<file path="config.mk">
export PLATFORM = sky130hd
export DESIGN_NAME = toggle_seq
export DESIGN_NICKNAME = d
export VERILOG_FILES = /design/src/rtl/toggle_seq.sv
export SDC_FILE = /design/constraint.sdc
export NUM_CORES = 1
export LEC_CHECK = 0
export CORE_UTILIZATION = 52
export DETAILED_ROUTE_END_ITERATION = 7
export GPL_TIMING_DRIVEN = 0
export PLACE_DENSITY = 0.79
export SLEW_MARGIN = 25
export SYNTH_ARGS = -nofsm -noshare
export SYNTH_HDL_FRONTEND = slang
export SYNTH_SLANG_ARGS = --single-unit
export TNS_END_PERCENT = 10
</file>
<file path="constraint.sdc">
create_clock -name clk -period 2.3 [get_ports clk]
set_input_delay 0.23 -clock clk [delete_from_list [all_inputs] [get_ports clk]]
set_output_delay 0.23 -clock clk [all_outputs]
set_load 0.01 [all_outputs]
</file>
<file path="src/rtl/toggle_seq.sv">
// toggle_seq: sequences an external bank of toggle cells through timed patterns.
// Handshake: start in IDLE, stop in CLR/RUN, one-cycle done on len-limited completion.
module toggle_seq #(
  parameter int unsigned WIDTH = 4,
  parameter int unsigned DIV   = 4,
  parameter int unsigned LENW  = 8
) (
  input  logic             clk,
  input  logic             rst,
  input  logic             start,
  input  logic             stop,
  input  logic [1:0]       mode,
  input  logic [LENW-1:0]  len,
  input  logic [WIDTH-1:0] q_fb,
  output logic [WIDTH-1:0] t_vec,
  output logic             clr_out,
  output logic             busy,
  output logic             done
);

  localparam int unsigned PW = (DIV > 1) ? $clog2(DIV) : 1;

  typedef enum logic [1:0] {
    S_IDLE = 2'd0,
    S_CLR  = 2'd1,
    S_RUN  = 2'd2,
    S_DONE = 2'd3
  } state_t;

  localparam logic [1:0] M_COUNT = 2'b00;
  localparam logic [1:0] M_BLINK = 2'b01;
  localparam logic [1:0] M_WALK  = 2'b10;

  state_t          state;
  state_t          state_nxt;
  logic [PW-1:0]   presc;
  logic [LENW-1:0] tick_cnt;
  logic [LENW-1:0] len_r;
  logic [1:0]      mode_r;
  logic            tick_c;
  logic            last_c;

  // A tick is the last prescaler cycle in RUN; a coinciding stop suppresses it.
  assign tick_c = (state == S_RUN) && (presc == PW'(DIV - 1)) && !stop;
  // The tick being issued is the final one of a len-limited run.
  assign last_c = (len_r != '0) && ((tick_cnt + LENW'(1)) == len_r);

  // State register
  always_ff @(posedge clk or negedge rst) begin
    if (!rst) state <= S_IDLE;
    else      state <= state_nxt;
  end

  // Run configuration latch, prescaler and saturating tick counter
  always_ff @(posedge clk or negedge rst) begin
    if (!rst) begin
      mode_r   <= 2'b00;
      len_r    <= '0;
      presc    <= '0;
      tick_cnt <= '0;
    end else begin
      if ((state == S_IDLE) && start) begin
        mode_r <= mode;
        len_r  <= len;
      end
      if (state == S_CLR) begin
        presc    <= '0;
        tick_cnt <= '0;
      end else if (state == S_RUN) begin
        presc <= (presc == PW'(DIV - 1)) ? '0 : presc + PW'(1);
        if (tick_c && (tick_cnt != '1)) tick_cnt <= tick_cnt + LENW'(1);
      end
    end
  end

  // Next-state logic; stop has priority over run completion
  always_comb begin
    state_nxt = state;
    case (state)
      S_IDLE: if (start) state_nxt = S_CLR;
      S_CLR:  state_nxt = stop ? S_IDLE : S_RUN;
      S_RUN: begin
        if (stop)                 state_nxt = S_IDLE;
        else if (tick_c && last_c) state_nxt = S_DONE;
      end
      S_DONE: state_nxt = S_IDLE;
      default: state_nxt = S_IDLE;
    endcase
  end

  // Output decode; t_vec is formed from q_fb only in tick cycles
  always_comb begin
    logic carry;
    t_vec   = '0;
    carry   = 1'b1;
    busy    = (state != S_IDLE);
    clr_out = (state == S_CLR);
    done    = (state == S_DONE);
    if (tick_c) begin
      case (mode_r)
        M_COUNT: begin
          for (int i = 0; i < WIDTH; i++) begin
            t_vec[i] = carry;
            carry    = carry & q_fb[i];
          end
        end
        M_BLINK: t_vec = '1;
        M_WALK: begin
          if (q_fb == '0) t_vec = WIDTH'(1);
          else            t_vec = q_fb | {q_fb[WIDTH-2:0], q_fb[WIDTH-1]};
        end
        default: t_vec = '0;
      endcase
    end
  end

endmodule

</file>
; Word-level counts from Yosys, hierarchy flattened
; Index checks and enable logic that the tools add are counted.
[word_totals]
out_inout_bits = 7
reg_bits = 22
input_bits = 18
[op_classes]
n_mux = 14
add_sub_neg = 2
n_reduce_logical = 16
n_bitwise = 3
n_eq_ne = 10
[op_table]
columns = cell, n
row1 = $mux W8, 3
row2 = $mux W2, 7
row3 = $pmux W4 S3, 1
row4 = $add A8 B1 Y8 const B, 1
row5 = $eq A2 B2 Y1 const B, 4
row6 = $eq A8 B8 Y1, 1
row7 = $mux W4, 2
row8 = $ne A8 B8 Y1 const B, 1
row9 = $pmux W2 S4, 1
row10 = $reduce_bool A8 Y1, 1
row11 = $logic_and A1 B1 Y1, 6
row12 = $reduce_bool A2 Y1, 3
row13 = $eq A2 B1 Y1 const B, 2
row14 = $logic_not A2 Y1, 2
row15 = $logic_not A4 Y1, 1
row16 = $or A4 B4 Y4, 1
row17 = $reduce_and A2 Y1, 2
row18 = $ne A3 B2 Y1 const B, 1
row19 = $add A2 B1 Y2 const B, 1
row20 = $and A1 B1 Y1, 2
row21 = $ne A2 B2 Y1 const B, 1
row22 = $logic_not A1 Y1, 1

; Logic depth before layout (Yosys ltp)
[logic_depth]
depth_word = 7
ltp_mapped = 9
mapped_depth_nobuf = 8

; Least setup slack after synthesis
; No wires, ideal clock.
[synth_path]
path_type = flip-flop to flip-flop
startpoint = register tick_cnt[0]
endpoint = register state[1]
required_time_ns = 2.173
setup_slack_ns = 0.415
synth_period_minus_slack_ns = 1.885
stages_incl_launch_ff = 7
arrival_time_ns = 1.758
cell_sequence = dfrtp_1 -> ha_1 -> and3_1 -> or4_1 -> o2111ai_2 -> a31oi_1 -> mux2i_1
[synth_between]
elab_chain_len = 6
[synth_lines]
columns = element, line
row1 = from (decl), 37  ; logic [LENW-1:0] tick_cnt;
row2 = from (signal assigned), 71  ; if (tick_c && (tick_cnt != '1)) tick_cnt <= tick_cnt + LENW'(1);
row3 = $add A8 B1 Y8, 46  ; assign last_c = (len_r != '0) && ((tick_cnt + LENW'(1)) == len_r);
row4 = $eq A8 B8 Y1, 46
row5 = $logic_and A1 B1 Y1, 46
row6 = $logic_and A1 B1 Y1, 84  ; else if (tick_c && last_c) state_nxt = S_DONE;
row7 = $ne A3 B2 Y1 (no line), n/a
row8 = $reduce_and A2 Y1 (no line), n/a
row9 = to (signal assigned), 51  ; else state <= state_nxt;
row10 = to (decl), 34  ; state_t state;
; No other way between the ends.
; A chain may end at the register's enable or synchronous reset.

; Worst setup path in the final report
[layout_path]
startpoint = register state[0]
endpoint = output t_vec[0]
[layout_between]
elab_chain_len = 4
[layout_lines]
columns = element, line
row1 = $eq A2 B2 Y1, 44  ; assign tick_c = (state == S_RUN) && (presc == PW'(DIV - 1)) && !stop;
row2 = $logic_and A1 B1 Y1 (2 in series), 44
row3 = $mux W4, 99  ; if (tick_c) begin
row4 = to (decl), 15  ; output logic [WIDTH-1:0] t_vec,
; No other way between the ends.

==> metrics.md <==
| Metric | Value |
|---|---|
| Status | `complete, no violations` |
| Start of the worst register-to-register path | `tick_cnt[0]$_DFFE_PN0P_` |
| Top cell type's share of synthesized area | `38.77%` |
| Synth warn | `0` |
| Post-synth cell types | `36` |
| R2R setup slack | `~0.18 ns` |
| Num CTS Buffers | `3` |
| Die Wd | `54.26 um` |
| Final worst-path cycle share | `between 90 and 100%` |
| Pre-antenna DRT Iters | `4` |
| CP max stage delay | `~0.54 ns` |
| Layout cells sized above 1 | `around 15%` |
| Setup CP Type | `reg -> out` |
| Vias per cell | `about 5.9` |
| GRT Residual Overflow | `0` |
| Mapped Avg Cell Area | `9.405 sq um` |
| Leak pwr | `around 0.74 nW` |
| Final core utilization | `between 70% and 80%` |
| Post-layout power | `roughly 1.9 mW` |
| Worst Skew | `0.004955 ns` |
| PortBufs | `24` |
| Number of synthesized register bits | `22` |
| GRT Total Usage | `23.51%` |
| Fillers | `between 150 and 200` |
| Final Hold Viols | `0` |
| Setup violations, final | `0` |
| Least-Margin Pin Slew | `~0.48 ns` |
| Clock tree buffer depth | `2` |
| Register area share after synthesis | `a little under 40%` |
| Initial Util | `a little under three fifths` |
| Global placer's final weighted congestion | `between 0.8 and 0.9` |
| Final WS setup | `0.1009 ns` |
| Cell row count | `18` |
| Async set-or-reset flop fraction in the synthesized netlist | `between 90% and 100%` |
| Htree depth | `1` |
| Kind of start point of the critical path | `register` |
| Post-synth net total | `176` |
| Hold Slack | `slightly below 0.4 ns` |
| Rel. slew slack | `between 60 and 70%` |
| P per Cell Area | `~1100 nW/um^2` |
| DRC viols | `0` |
| Antenna Cells | `0` |
| Max Cap Violations | `0` |
| Place WS | `0.1010 ns` |
| Reg2reg path depth | `7` |
| Antenna violations before repair | `0` |
| Crit path capture type | `output pin` |
| TNS Setup | `0 ns` |
| Required time of the critical path | `2.07 ns` |
| Largest net degree at the start of global routing | `23` |
| HPWL Detailed | `2238 um` |
| Main synth FF type | `dfrtp_1` |
| Vias | `between 1,000 and 1,500` |
| Number of flops mapped to enable cells by yosys | `0` |
| Synth-to-Final Area Change | `25.81%` |
| Root Driver | `clkbuf_4` |
| Cell taking the most area after synthesis | `dfrtp_1` |
| Top cells by area, synth | `dfrtp_1 (39%), mux2_2 (7.9%), ha_1 (6.2%), o21ai_0 (4.9%), xnor2_1 (4.9%)` |
| Cell area after synthesis | `around 1400 sq um` |
| Vias in the first global route | `1,076` |
| Min-delay worst type | `in -> async` |
| Minimum clock period after layout | `between 2 and 2.5 ns` |
| First-pass GRT wire length | `about 4800 um` |
| Core area | `approximately 2500 sq um` |
| CTS tree | `yes` |
| Area of the multi-input gates | `approximately 850 sq um` |
| Critical-path maximum fanout | `5` |
| Ports | `25` |
| Drt wl/cell | `about 14 um` |
| Storage element area | `550.5 sq um` |
| Antenna Nets Post-Route | `0` |
| Syn Inst Count | `151` |
| Die height | `between 50 and 60 um` |
| DIE AREA | `between 2000 and 3000 sq um` |
| Reg clk slew, reported paths | `roughly 0.12 ns` |
| Crit path DAT | `roughly 2 ns` |
| VDD IR max | `0.7011 mV` |
| Nets | `approximately 210` |
| Max Slew Vio Count | `0` |
| Crit-path cells | `inv_1 > ha_1 > nand3b_1 > nor2_1 > clkdlybuf4s50_1` |
| Crit-path slowest cell | `clkdlybuf4s50_1` |
| WL final | `3015 um` |
| Num Clock Sinks | `22` |
| Initial DRC count | `38` |
| Fmax | `454.7 MHz` |
| R2R Path End | `state[1]$_DFFE_PN0P_` |
| Worst skew pair latency | `~0.32 ns` |
-- worst max-delay path: cells and delay by family, from the launching register on --
kind          cells  cell delay, ns
buf+inv           2            0.66
flops             1            0.43
simple gates      2            0.34
fa+ha+maj         1            0.22
-- report_power, final --
| group | leakage (nW) | total (mW) | internal, mW | switching, mW |
|---|---|---|---|---|
| clock | 0.0210 | 0.215 | 0.0970 | 0.118 |
| sequential | 0.273 | 0.716 | 0.542 | 0.173 |
| combinational | 0.450 | 0.949 | 0.466 | 0.483 |
-- metal layers --
layer | wire [um] | up-vias | GRT usage [%]
li1 | - | 614 | -
met1 | 1353 | 602 | 30.20
met2 | 1485 | 37 | 39.23
met3 | 120 | 5 | 2.500
met4 | 55 | 0 | 11.54
met5 | 0 | - | 0
-- sequential cells by signal, summed over array words and instances (netlist names) --
signal / flops
len_r: 8
tick_cnt: 8
mode_r: 2
presc: 2
state: 2
-- through the flow --
step / cell area [sq um] / cells
after floorplan: 1420 / 151
after global placement: 1698 / 205
after detailed placement: 1698 / 205
after CTS: 1747 / 211
after global routing: 1787 / 213
final: 1787 / 213
-- cell usage in the layout (no fill, tap or decap), types with 3 or more instances in the layout --
| cell type | n |
|---|---|
| a21oi_1 | 4 |
| dfrtp_1 | 22 |
| nor2_1 | 10 |
| nor3_1 | 3 |
| buf_4 | 4 |
| clkbuf_4 | 3 |
| a31oi_1 | 7 |
| nand3_1 | 3 |
| o21a_1 | 3 |
| nand2b_1 | 3 |
| xnor2_1 | 8 |
| o21ai_0 | 14 |
| mux2_2 | 10 |
| nor2b_1 | 3 |
| inv_1 | 10 |
| nand3b_1 | 3 |
| clkdlybuf4s50_1 | 20 |
| ha_1 | 7 |
| xor2_1 | 4 |
| nand2_1 | 10 |
-- what timing repair did --
| action | in CTS | in global routing |
|---|---|---|
| setup endpoints to repair | 4 | 6 |
| resized for setup | 2 | 5 |
| hold endpoints to repair | 0 | 22 |
| hold buffers | 0 | 1 |
| pin swaps | 1 | 1 |
| setup buffers | 2 | 1 |
-- worst max path at each step --
stage,endpoint,slack [ns],from,depth (start not counted)
floorplan,state[1]$_DFFE_PN0P_,0.41,tick_cnt[0]$_DFFE_PN0P_,6
global placement,state[1]$_DFFE_PN0P_,0.21,stop,7
detailed placement,state[1]$_DFFE_PN0P_,0.10,stop,7
CTS,t_vec[1],0.03,state[0]$_DFFE_PN0P_,5
global route,state[1]$_DFFE_PN0P_,-0.001,tick_cnt[0]$_DFFE_PN0P_,7
finish,t_vec[0],0.10,state[0]$_DFFE_PN0P_,5
-- cells in the mapped netlist, types with 2 or more instances --
cell type	number
o21ai_1	2
o21a_1	3
o21ai_0	14
or3_1	2
xnor2_1	8
nor2_1	10
inv_1	10
ha_1	7
nand3b_1	3
nand2b_1	3
nand3_1	3
mux2_2	10
nand2_1	10
dfrtp_1	22
or4_1	2
a21oi_1	4
nor2b_1	3
nor4_1	3
nor3_1	4
xor2_1	4
o31ai_1	2
mux2i_1	2
a31oi_1	7
-- cells by family after synthesis --
group	count (synthesis)	share of synthesized area [%]
buffers and inverters	12	3.436
and+or+nand+nor	49	18.33
AOI/OAI and AO/OA	37	16.56
DFF	22	38.77
muxes	12	9.339
adders and majority gates	7	6.167
xor gates and xnor gates	12	7.401
-- cell type report --
cell class | count | share of cell area [%]
plain buffers | 2 | 0.6303
clock buffers | 4 | 2.031
inverters | 10 | 2.101
multi-input cells | 117 | 47.34
flip-flops and latches | 22 | 30.81
well taps | 30 | 2.101
repair buffers | 28 | 14.99
Power figures use the tool's default switching activity.
